==> src/rtl/dmem_port_arbiter.sv <==
// Two-way arbiter sharing one data-memory port between the core load/store
// path and the RAS spill/fill engine, with fixed read latency sequencing.
module dmem_port_arbiter #(
  parameter int RD_LAT = 1,
  parameter int AW     = 32
) (
  input  logic          clk,
  input  logic          Rst,
  input  logic          core_req,
  input  logic          core_we,
  input  logic [3:0]    core_be,
  input  logic [AW-1:0] core_addr,
  input  logic [31:0]   core_wdata,
  output logic [31:0]   core_rdata,
  output logic          core_ack,
  output logic          core_hold,
  input  logic          ras_rd,
  input  logic          ras_wr,
  input  logic [AW-1:0] ras_addr,
  input  logic [31:0]   ras_wdata,
  output logic [31:0]   ras_rdata,
  output logic          ras_ack,
  output logic          ras_rdy,
  output logic          mem_en,
  output logic          mem_we,
  output logic [3:0]    mem_be,
  output logic [AW-1:0] mem_addr,
  output logic [31:0]   mem_din,
  input  logic [31:0]   mem_dout,
  output logic          proto_err
);

  localparam logic [1:0] S_IDLE  = 2'd0;
  localparam logic [1:0] S_ISSUE = 2'd1;
  localparam logic [1:0] S_WAIT  = 2'd2;
  localparam logic [1:0] S_ACK   = 2'd3;

  localparam logic [2:0] LAT_LOAD = 3'(RD_LAT - 1);

  logic [1:0] state;
  logic [2:0] lat_cnt;
  logic       grant_ras;
  logic       last_grant_ras;
  logic       ras_any;
  logic       conflict;
  logic       pick_ras;

  // On conflict the requester that did not win last time is served.
  always_comb begin
    ras_any  = ras_rd | ras_wr;
    conflict = ras_any & core_req;
    pick_ras = ras_any & (~core_req | ~last_grant_ras);
  end

  always_ff @(posedge clk or posedge Rst) begin
    if (Rst) begin
      state          <= S_IDLE;
      lat_cnt        <= 3'd0;
      grant_ras      <= 1'b0;
      last_grant_ras <= 1'b0;
      mem_en         <= 1'b0;
      mem_we         <= 1'b0;
      mem_be         <= 4'h0;
      mem_addr       <= '0;
      mem_din        <= 32'h0;
      proto_err      <= 1'b0;
    end else begin
      mem_en <= 1'b0;
      if (ras_rd & ras_wr)
        proto_err <= 1'b1;
      case (state)
        S_IDLE: begin
          if (core_req | ras_any) begin
            state     <= S_ISSUE;
            mem_en    <= 1'b1;
            grant_ras <= pick_ras;
            if (conflict)
              last_grant_ras <= pick_ras;
            if (pick_ras) begin
              mem_we   <= ras_wr;
              mem_be   <= 4'hF;
              mem_addr <= ras_addr & ~AW'(3);
              mem_din  <= ras_wdata;
            end else begin
              mem_we   <= core_we;
              mem_be   <= core_be;
              mem_addr <= core_addr;
              mem_din  <= core_wdata;
            end
          end
        end
        S_ISSUE: begin
          if (mem_we || RD_LAT == 1) begin
            state <= S_ACK;
          end else begin
            state   <= S_WAIT;
            lat_cnt <= LAT_LOAD;
          end
        end
        S_WAIT: begin
          lat_cnt <= lat_cnt - 3'd1;
          if (lat_cnt == 3'd1)
            state <= S_ACK;
        end
        default: state <= S_IDLE;
      endcase
    end
  end

  // Read data is only passed through during the owner's ack cycle.
  always_comb begin
    core_ack   = (state == S_ACK) & ~grant_ras;
    ras_ack    = (state == S_ACK) & grant_ras;
    core_rdata = (core_ack & ~mem_we) ? mem_dout : 32'h0;
    ras_rdata  = (ras_ack & ~mem_we) ? mem_dout : 32'h0;
    core_hold  = core_req & ~core_ack;
    ras_rdy    = (state == S_IDLE);
  end

endmodule

==> config.mk <==
export PLATFORM = sky130hd
export DESIGN_NAME = dmem_port_arbiter
export DESIGN_NICKNAME = d
export VERILOG_FILES = /design/src/rtl/dmem_port_arbiter.sv
export SDC_FILE = /design/constraint.sdc
export NUM_CORES = 1
export LEC_CHECK = 0
export BUFFER_PORTS_ARGS = -buffer_cell sky130_fd_sc_hd__clkbuf_2
export CAP_MARGIN = 20
export CELL_PAD_IN_SITES_DETAIL_PLACEMENT = 1
export CELL_PAD_IN_SITES_GLOBAL_PLACEMENT = 1
export CORE_MARGIN = 2
export CORE_UTILIZATION = 31
export CTS_BUF_LIST = sky130_fd_sc_hd__clkbuf_8 sky130_fd_sc_hd__clkbuf_16
export CTS_CLUSTER_SIZE = 14
export DETAILED_ROUTE_END_ITERATION = 10
export PLACE_DENSITY_LB_ADDON = 0.12
export SYNTH_ARGS = -nofsm -noshare
export SYNTH_HDL_FRONTEND = slang
export SYNTH_SLANG_ARGS = --single-unit
==> constraint.sdc <==
create_clock -name clk -period 7.45 [get_ports clk]
set_input_delay 1.49 -clock clk [delete_from_list [all_inputs] [get_ports clk]]
set_output_delay 1.49 -clock clk [all_outputs]
set_load 0.05 [all_outputs]
==> metrics <==
Pleak 3.42 nW; Max FO, Critical Path 8; cts repair resizes 0; Synth top cells by count dfrtp_1 (78), nand2_1 (74), and2_1 (66); Slew @ Worst Pin 1.06 ns; DR iter-0 viols 117; final hold violation count 0; Synthesis Warnings 0; Pre-antenna DRT Iters 4; CP required 5.96 ns; Worst Setup End Kind output pin; # DRC 0; gr usage total 0.175; mux cell area share after synthesis 0.154; Max Freq 274 MHz; synthesized cell area 4160 sq um; sequential standard cell area 1950 sq um; fin nets 887; Startpoint Class primary input; Die Ht 120 um; area of the die 14400 sq um; area leader, netlist dfrtp_1; Root Buffer clkbuf_16; vias in the first global route 4058; Synth Area in Compound Gates 0.109; count leader, synth dfrtp_1; global-route wire length before repair 19900 um; Pwr Total 0.00296 W; DR vias/cell 4.45; final-report max-slew violation count 0; Clk Latency, worst-skew pair 0.33 ns; Core Region 13200 sq um; CTS tree yes; post-synthesis sequential area ratio 0.469; Clock Tree Buf Depth 2; Worst VDD drop 0.000184 V; Max Cap Viol 0; Post-CTS Setup Repair Bufs 0; CTS Buf Count 9; clk sinks 78; number of antenna violations at the first check in global routing 0; top cells by area, synth dfrtp_1 (47%), mux2i_1 (15%), and2_1 (9.9%), nand2_1 (6.7%), o21ai_1 (5.5%); Post-synth EDFFs 0; post-DP HPWL 10200 um; # setup viols final 0; number of inserted diodes 0; PwrDens 491 nW/um^2; Post-Synth Simple-Gate Area 0.177; CTS clk-pin slew, worst paths 0.06 ns; Antenna Nets Post-Route 0; hold_buf cts 0; via count 3966; htree depth 3; Post-Route WL 12700 um; largest family of logic cells by synthesized area simple AND/OR/NAND/NOR gates; Synth async-reset ratio 1.00; Synth Net Count 592; layout cell share with drive strength beyond 1 0.464; routed len/inst 14.3 um; FF-to-FF Start last_grant_ras; post-synthesis xor/xnor area fraction 0.00631; hold crit path type reg -> reg; initial core utilization 0.316; multi-input gate area in the final layout 1930 sq um; CP Class in -> out; Clock Skew 0.00708 ns; Routability Congestion 0.715; fin util 0.456; Synth Instances 416; Yosys reg bits 78; Avg Cell Area, Syn 10.0 sq um; RSZ-0062 raised after global routing no; main flop type after synthesis dfrtp_1; die extent in x 120 um; CP startpoint core_req; Fin Setup TNS 0 ns; Adder-Cell Fraction of Synth Area 0.0180; fin crit period 3.65 ns; Ports 309; post-synthesis cell type count 30; maximum number of pins on one net before global-route repair 84; top-area cell type share of the netlist area 0.469; IO Port Bufs 306; Slew headroom 0.289; Hold Startpoint proto_err; Arrival @ worst endpoint 2.16 ns; grt total ovfl 0; outcome finished clean; fill count 1637; FP Rows 42; Layout area overhead 44.5%; final cycle utilization of the critical path 0.489
## flip-flops by register name, summed over array words and instances (netlist names)
name	cells
state	2
mem_addr	32
mem_en	1
proto_err	1
grant_ras	1
mem_din	32
mem_we	1
mem_be	4
lat_cnt	3
last_grant_ras	1
## cells by family (layout without fill, tap and decap cells)
logic type | after synthesis | count (layout)
simple gates | 150 | 150
compound gates | 79 | 79
flops | 78 | 78
mux | 64 | 64
buf+inv | 36 | 335
fa+ha+maj | 6 | 6
xor+xnor | 3 | 3
## layout make-up
type	instances	share of cell area
inverter	7	0.00457
sequential	78	0.324
multi-input combinational	302	0.321
clock inverter	6	0.0106
timing repair buffer	313	0.265
tap	176	0.0366
clock buffer	9	0.0374
## per-stage QoR
stage	setup WS [ns]	instance area, sq um	hold slack (ns)	instances
2_1_floorplan	3.93	4160	0.437	416
3_3_place_gp	3.73	5710	0.440	875
3_5_place_dp	3.60	5710	0.448	875
4_1_cts	3.81	6000	0.463	890
5_1_grt	3.75	6020	0.483	891
6_report	3.80	6020	0.459	891
## routing by layer
layer / GRT usage / share of wire
met5: 0 / 0
met3: 0.0532 / 0.077
met1: 0.197 / 0.39
met4: 0.0574 / 0.014
met2: 0.315 / 0.52
## power breakdown
group	internal (W)	leakage (nW)	total (W)	switching (W)
logic	0.000420	2.33	0.00178	0.00136
registers	0.000631	0.952	0.000745	0.000113
clock network	0.000257	0.143	0.000431	0.000174
total	0.00131	3.42	0.00296	0.00165
## critical path: stages
cell and delay (ns):
clkbuf_2 0.22, and2_1 0.16, clkbuf_2 0.27
## worst paths after layout
kind                       slack [ns]          end  cells after the start
max                              3.80    core_hold                      3
min                              0.46    proto_err                      1
max reg2reg                      5.25  mem_addr[5]                      4
min reg2reg                      0.46    proto_err                      1
max in group asynchronous        5.59  mem_addr[6]                      4
min in group asynchronous        1.25   mem_din[0]                      3
## cells in the final DEF (no fill, tap or decap)
cell / Yosys / final
clkbuf_16: 0 / 9
xnor2_1: 2 / 2
mux2_2: 1 / 1
a21oi_1: 1 / 1
buf_4: 3 / 6
a2bb2oi_1: 1 / 1
nand2_1: 74 / 74
inv_6: 0 / 1
bufinv_16: 0 / 1
nor3_1: 1 / 1
a21o_1: 1 / 1
buf_12: 1 / 1
nor2_1: 6 / 6
o31ai_4: 1 / 1
inv_1: 7 / 7
dfrtp_1: 78 / 78
and2_1: 66 / 66
a22oi_1: 2 / 2
mux2i_1: 63 / 63
ha_1: 6 / 6
clkinv_4: 0 / 1
nand2b_1: 2 / 2
clkinv_2: 0 / 2
a21bo_2: 1 / 1
o211ai_1: 1 / 1
clkbuf_2: 2 / 306
o21ai_0: 24 / 24
nor2b_1: 1 / 1
clkinvlp_4: 0 / 1
o2bb2ai_4: 1 / 1
o21ai_1: 46 / 46
xor2_1: 1 / 1
No activity file was read; power rests on OpenSTA's default activity.
